$ cat config.mk
export PLATFORM = sky130hd
export DESIGN_NAME = tdm_demux
export DESIGN_NICKNAME = d
export VERILOG_FILES = /design/src/rtl/tdm_demux_pkg.sv /design/src/rtl/tdm_demux_decoder1_n.sv /design/src/rtl/tdm_demux.sv
export SDC_FILE = /design/constraint.sdc
export NUM_CORES = 1
export LEC_CHECK = 0
export CAP_MARGIN = 20
export CELL_PAD_IN_SITES_DETAIL_PLACEMENT = 1
export CELL_PAD_IN_SITES_GLOBAL_PLACEMENT = 2
export CORE_MARGIN = 1
export CORE_UTILIZATION = 42
export CTS_BUF_LIST = sky130_fd_sc_hd__clkbuf_4
export DETAILED_ROUTE_END_ITERATION = 16
export PLACE_DENSITY_LB_ADDON = 0.25
export SYNTH_ARGS = -nofsm -noshare
export SYNTH_HDL_FRONTEND = slang
export SYNTH_SLANG_ARGS = --single-unit
$ cat constraint.sdc
create_clock -name clk -period 6 [get_ports clk]
set_input_delay 1.5 -clock clk [delete_from_list [all_inputs] [get_ports clk]]
set_output_delay 1.5 -clock clk [all_outputs]
set_load 0.01 [all_outputs]
$ cat src/rtl/tdm_demux_pkg.sv
// tdm_demux shared types and constants.
// State encoding, select-width helper and error-counter width.
package tdm_demux_pkg;

  typedef enum logic {
    HUNT = 1'b0,
    LOCK = 1'b1
  } state_t;

  localparam int ERR_CNT_W = 8;

  function automatic int SEL_W(input int n);
    return (n <= 2) ? 1 : $clog2(n);
  endfunction

endpackage

$ cat src/rtl/tdm_demux_decoder1_n.sv
// One-hot write-enable decoder for the staging slots.
// Converts a slot index plus enable into N enables.
module decoder1_n #(
  parameter int N  = 4,
  parameter int SW = 2
) (
  input  logic [SW-1:0] sel,
  input  logic          en,
  output logic [N-1:0]  onehot
);

  // one enable per slot, at most one set
  always_comb begin
    onehot = '0;
    for (int i = 0; i < N; i++) begin
      onehot[i] = en && (sel == SW'(i));
    end
  end

endmodule

$ cat src/rtl/tdm_demux.sv
// Time-division demultiplexer with frame-sync tracking.
// Optional saturating error counter: define TDM_DEMUX_ERR_CNT_EN.
module tdm_demux
  import tdm_demux_pkg::*;
#(
  parameter int CHANNELS = 4,
  parameter int WIDTH    = 8,
  localparam int SW      = SEL_W(CHANNELS)
) (
  input  logic                      clk,
  input  logic                      rst_n,
  input  logic                      in_valid,
  input  logic [WIDTH-1:0]          in_data,
  input  logic                      in_sync,
  output logic [CHANNELS*WIDTH-1:0] out_data,
  output logic                      out_valid,
  output logic [SW-1:0]             sel,
  output logic                      locked,
  output logic                      sync_err
`ifdef TDM_DEMUX_ERR_CNT_EN
  ,
  output logic [ERR_CNT_W-1:0]      err_cnt
`endif
);

  localparam logic [SW-1:0] LAST = SW'(CHANNELS - 1);

  state_t                      state;
  logic [CHANNELS*WIDTH-1:0]   stg_q;
  logic [CHANNELS*WIDTH-1:0]   frame_nxt;
  logic [CHANNELS-1:0]         wr_oh;
  logic                        slot0;
  logic                        hunt_go;
  logic                        lock_ok;
  logic                        early;
  logic                        miss;
  logic                        wr_en;
  logic [SW-1:0]               wr_sel;
  logic                        done;

  // classify the accepted sample against the expected slot
  always_comb begin
    slot0   = (sel == '0);
    hunt_go = in_valid && (state == HUNT) && in_sync;
    lock_ok = in_valid && (state == LOCK) && (in_sync == slot0);
    early   = in_valid && (state == LOCK) && in_sync && !slot0;
    miss    = in_valid && (state == LOCK) && !in_sync && slot0;
    wr_en   = hunt_go || lock_ok || early;
    wr_sel  = in_sync ? '0 : sel;
    done    = wr_en && (wr_sel == LAST);
  end

  decoder1_n #(
    .N  (CHANNELS),
    .SW (SW)
  ) u_dec (
    .sel    (wr_sel),
    .en     (wr_en),
    .onehot (wr_oh)
  );

  // staging contents with the incoming sample merged in
  always_comb begin
    frame_nxt = stg_q;
    for (int k = 0; k < CHANNELS; k++) begin
      if (wr_oh[k]) frame_nxt[k*WIDTH +: WIDTH] = in_data;
    end
  end

  // state, slot pointer, staging and output registers
  always_ff @(posedge clk or negedge rst_n) begin
    if (!rst_n) begin
      state     <= HUNT;
      sel       <= '0;
      stg_q     <= '0;
      out_data  <= '0;
      out_valid <= 1'b0;
      sync_err  <= 1'b0;
    end else begin
      out_valid <= done;
      sync_err  <= early || miss;
      if (wr_en) begin
        stg_q <= frame_nxt;
        sel   <= (wr_sel == LAST) ? '0 : wr_sel + SW'(1);
      end
      if (done) out_data <= frame_nxt;
      if (hunt_go) state <= LOCK;
      if (miss) begin
        state <= HUNT;
        sel   <= '0;
      end
    end
  end

  assign locked = (state == LOCK);

`ifdef TDM_DEMUX_ERR_CNT_EN
  // saturating count of sync violations
  always_ff @(posedge clk or negedge rst_n) begin
    if (!rst_n) begin
      err_cnt <= '0;
    end else if ((early || miss) && (err_cnt != '1)) begin
      err_cnt <= err_cnt + 8'd1;
    end
  end
`endif

endmodule

Yosys cells after proc, flatten, opt, wreduce, memory -nomap -nowiden
Index checks and enable logic that the tools add are counted.
Storage, ports and cells
  word-level logic and storage cells: 43
  register bits after elaboration: 69
  input port bits: 12
  output and inout port bits: 37
Cells by class
  eq/ne operators: 4
  bitwise operators: 1
  add/subtract/negate cells: 1
  mux-type cells: 10
  reductions and logical operators: 21
Operator list (count)
  two-way mux 8 bit: 4
  logical AND 1 bit: 12
  two-way mux 2 bit: 4
  == test 2 bit, second input constant: 2
  logical NOT 2 bit: 2
  nonzero test 2 bit: 2
  logical OR 1 bit: 3
  adder 2 x 1 -> 2 bit, second input constant: 1
  == test 2 x 1 -> 1 bit, second input constant: 1
  logical NOT 1 bit: 2
  two-way mux 1 bit: 2
  == test 1 bit: 1
  NOT 1 bit: 1

Logic depth before layout (Yosys ltp)
  word-level depth: 7
  mapped depth: 6
  gate-level depth less buffers: 5

By module
A second synthesis with hierarchy kept.
Unflattened totals
  cells, all modules: 206
  area total of the unflattened synthesis: 3169.3 sq um
By module, submodules not included
  tdm_demux: area each 3131.8 sq um, sequential area each 1726.7 sq um, cells an instance 202, times used 1
  decoder1_n: area each 37.5 sq um, sequential area each 0.0 sq um, cells an instance 4, times used 1

Worst setup path before layout
No wires, ideal clock.
  path kind: input -> register
  start: in in_sync
  end: reg out_data[22]
  stages on the path: 6
  data required time: 5875 ps
  buffers on the path: 1
  arrival: 2914 ps
  path slack: 2961 ps
  path through: or2b_1 > inv_1 > ha_1 > buf_1 > mux2_2 > mux2_4
Between the ends
  cells in the longest elaborated chain, start to end: 6
  elaborated cells on any way between the ends: 13
  classes of those cells: 3 x eq/ne; 2 x mux; 8 x reduce/logical
RTL lines
  start: declaration: line tdm_demux.sv:14  | input logic in_sync,
  == test 1 bit: line tdm_demux.sv:45  | lock_ok = in_valid && (state == LOCK) && (in_sync == slot0);
  logical AND 1 bit: line tdm_demux.sv:45
  logical OR 1 bit (2 in a row): line tdm_demux.sv:48  | wr_en = hunt_go || lock_ok || early;
  logical AND 1 bit: line tdm_demux_decoder1_n.sv:16  | onehot[i] = en && (sel == SW'(i));
  two-way mux 8 bit: line tdm_demux.sv:66  | if (wr_oh[k]) frame_nxt[k*WIDTH +: WIDTH] = in_data;
  end signal: assignment: line tdm_demux.sv:86  | if (done) out_data <= frame_nxt;
  end: declaration: line tdm_demux.sv:15  | output logic [CHANNELS*WIDTH-1:0] out_data,
Parallel ways exist; a longest one is shown, timed or not.
A chain may end at the register's enable or synchronous reset.

Worst setup path after layout
  start: in in_sync
  end: reg out_data[18]
The elaborated chain is that of the path after synthesis.

==> results.cfg <==
[outcome]
status = complete, but fails checks
violations = design-rule violations

[pwr]
ir_drop_v = 0.000211
p_seq_share_pct = 42.5
leakage_uw = 0.00161
power_density_nw_per_um2 = 494
pwr-share-clk_pct = 12.9
p_sw_uw = 505
power.total_uw = 1710
power_frac_comb_pct = 44.5
switching_share_pct = 29.5
internal_power_uw = 1210

[cts]
ctsHoldBuffers = 0
cts_inserted_buffers = 9
clock_sinks = 61
insertion_delay_ns = 0.39
h-tree-depth = 3
cts.path.max_buffers = 2
cts_tree = yes
postCtsSetupBuffers = 0
post_cts_resized = 0
root_buffer = clkbuf_4
clkTransAtPathRegs_ns = 0.09

[place]
portBuffers = 48
hpwl_mm = 3.84
gp_congestion = 0.825
place_area_sq_um = 3380

[detailed_routing]
wl_mm = 5.61
num_vias = 1600
dr.max_layer_used = met4
ant_nets = 0
drc = 8
wl_met2_mm = 2.71
wl_met3_microns = 175
drtIter0Drc = 51
vias_per_cell = 5.16
firstDrtPassIters = 10
wl_per_cell_microns = 18.1
wl_met1_mm = 2.63

[worst_setup_path]
critPathKind = input pin to flip-flop
cp-end-kind = flip-flop
cp.required_ns = 6.28
critPathLaunch = in_sync
critical_path.cell_chain = clkdlybuf4s50_1 -> and2_1 -> o21ai_4 -> buf_4 -> mux2_4
crit_fanout = 19
path_buf_inv = 2
critical-path-top-delay-family = buffers and inverters
r2r_end = out_data[18]
rrSetupSlack_ns = 3.72
slowest_stage = o21ai_4
crit_path_start_kind = input pin
slowest_delay_ns = 0.62
crit_arrival_ns = 3.78
r2r_start = sel[0]
reg2regPathDepth = 4

[cells_and_area]
multi_input_area_sq_um = 1240
antennaDiodeCount = 0
final_nets = 248
areaGrowthSynthToFinish_pct = 21.3
drive_gt1_share_pct = 43.3
final_cell_area_sq_um = 3470
fin_util_pct = 53.7
fill_cells = 617
seq_area_sq_um = 1530

[hold_path]
hold_depth = 1
hold_class = flip-flop to flip-flop
min-delay-start = stg_q[0]
hold_end = stg_q[0]

[floorplan]
coreArea_sq_um = 6460
rows = 29
dieArea_sq_um = 7140
io_pins = 49
die_y_microns = 84.5
die-width_microns = 84.5
start_util_pct = 44.2

[synth]
synthCells = 179
netlist_area_sq_um = 2860
ys_warn_count = 0
seq_area_frac_synth_pct = 53.4
synth.area.mux_share_pct = 35.7
synthXorXnorAreaFrac_pct = 0.307
synth_top_area_share_pct = 53.4
synth_compound_area_share_pct = 4.12
synthAdderAreaFrac_pct = 1.75
synth_area_leaders = dfrtp_1 (53%), mux2_2 (19%), mux2_4 (17%)
syn_area_per_cell_sq_um = 16.0
syn_nets = 195
ys_seq_elements = 61
synthSimpleGateAreaFrac_pct = 1.62
yosys.area.top_type = dfrtp_1
synth_top_family_by_area = multiplexers
ys_types = 20

[timing]
hold_ws_ns = 0.509
period_share_pct = 58.4
worst_pin_slew_ns = 0.771
finalHoldViolCount = 0
slew_headroom_pct = 48.6
fmax_mhz = 285
fin_skew_ns = 0.0102
setup_viol = 0
rsz0062_at_grt = no
setup_tns_ns = 0
period_needed_ns = 3.50
maxSlewViolCount = 0

[grt]
grt_overflow = 0
grt_pass1_wl_mm = 9.72
grt_pass1_vias = 1849
grt_max_degree = 62
grt.total_usage_pct = 18.0
antenna_found_initial = 0

[run]
max_cap_violations = 0
-- cells in the mapped netlist --
library cell,instances
a21o_1,1
a21oi_1,1
a31oi_1,1
and2_1,1
buf_1,3
buf_6,5
dfrtp_1,61
ha_1,4
inv_1,5
mux2_2,48
mux2_4,32
nand2_1,3
nand2b_1,1
nor2_1,4
o211a_4,1
o21ai_0,1
o21ai_4,4
o32a_2,1
or2b_1,1
xnor2_1,1
-- power by group through the flow --
stage	sequential [uW]	clock [uW]	combinational (uW)
4_1_cts	731	235	776
2_1_floorplan	762	0	407
6_report	728	222	763
3_5_place_dp	739	0	770
3_3_place_gp	720	0	751
5_1_grt	757	250	820
-- metrics by stage --
| step | setup slack (ns) | std cells |
|---|---|---|
| floorplan | 2.96 | 179 |
| global placement | 2.15 | 298 |
| detailed placement | 2.06 | 298 |
| CTS | 2.48 | 310 |
| global route | 2.41 | 310 |
| finish | 2.50 | 310 |
-- registers in the layout, summed over array words and instances, names as in the netlist --
name / flops
stg_q: 24
out_valid: 1
sel: 2
out_data: 32
locked: 1
sync_err: 1
-- cells in the final DEF (no fill, tap or decap) --
| cell type | netlist | routed |
|---|---|---|
| clkdlybuf4s50_1 | 0 | 47 |
| or2b_1 | 1 | 1 |
| o32a_2 | 1 | 1 |
| o21ai_4 | 4 | 4 |
| a31oi_1 | 1 | 1 |
| dfrtp_1 | 61 | 61 |
| mux2_4 | 32 | 32 |
| ha_1 | 4 | 4 |
| and2_1 | 1 | 1 |
| o211a_4 | 1 | 1 |
| a21o_1 | 1 | 1 |
| nor2_1 | 4 | 4 |
| nand2_1 | 3 | 3 |
| xnor2_1 | 1 | 1 |
| nand2b_1 | 1 | 1 |
| buf_2 | 0 | 1 |
| a21oi_1 | 1 | 1 |
| buf_4 | 0 | 2 |
| clkbuf_4 | 0 | 12 |
| mux2_2 | 48 | 48 |
| inv_1 | 5 | 5 |
| o21ai_0 | 1 | 1 |
-- worst register-to-register path, stage by stage (launching register included) --
cell	delay (ns)
dfrtp_1	0.46
o211a_4	0.31
o21ai_4	0.60
buf_4	0.45
mux2_4	0.35
-- worst max-delay path by stage --
stage	end	slack [ns]	cells past startpoint
after floorplan	out_data[22]	2.96	6
after global placement	out_data[16]	2.15	5
after detailed placement	out_data[18]	2.06	5
after CTS	out_data[18]	2.48	5
after global routing	out_data[24]	2.41	5
final	out_data[18]	2.50	5
-- cell families (layout without fill, tap and decap cells) --
logic type,after synthesis,after routing
xor+xnor,1,1
simple gates,10,10
compound gates,10,10
fa+ha+maj,4,4
buf+inv,13,67
flops,61,61
mux,80,80
-- routing by layer --
| layer | vias to the layer above | track usage (%) |
|---|---|---|
| met4 | 0 | 8.32 |
| met3 | 8 | 3.44 |
| met1 | 825 | 23.6 |
| li1 | 734 | - |
| met2 | 33 | 29.1 |
| met5 | - | 0 |
-- cell type report --
class	count	share of cell area (%)
Tap cell	77	2.78
Sequential cell	61	44.0
Clock buffer	12	2.60
Multi-Input combinational cell	105	35.9
Timing Repair Buffer	50	14.2
Inverter	5	0.542
(Power assumes the default switching activity.)
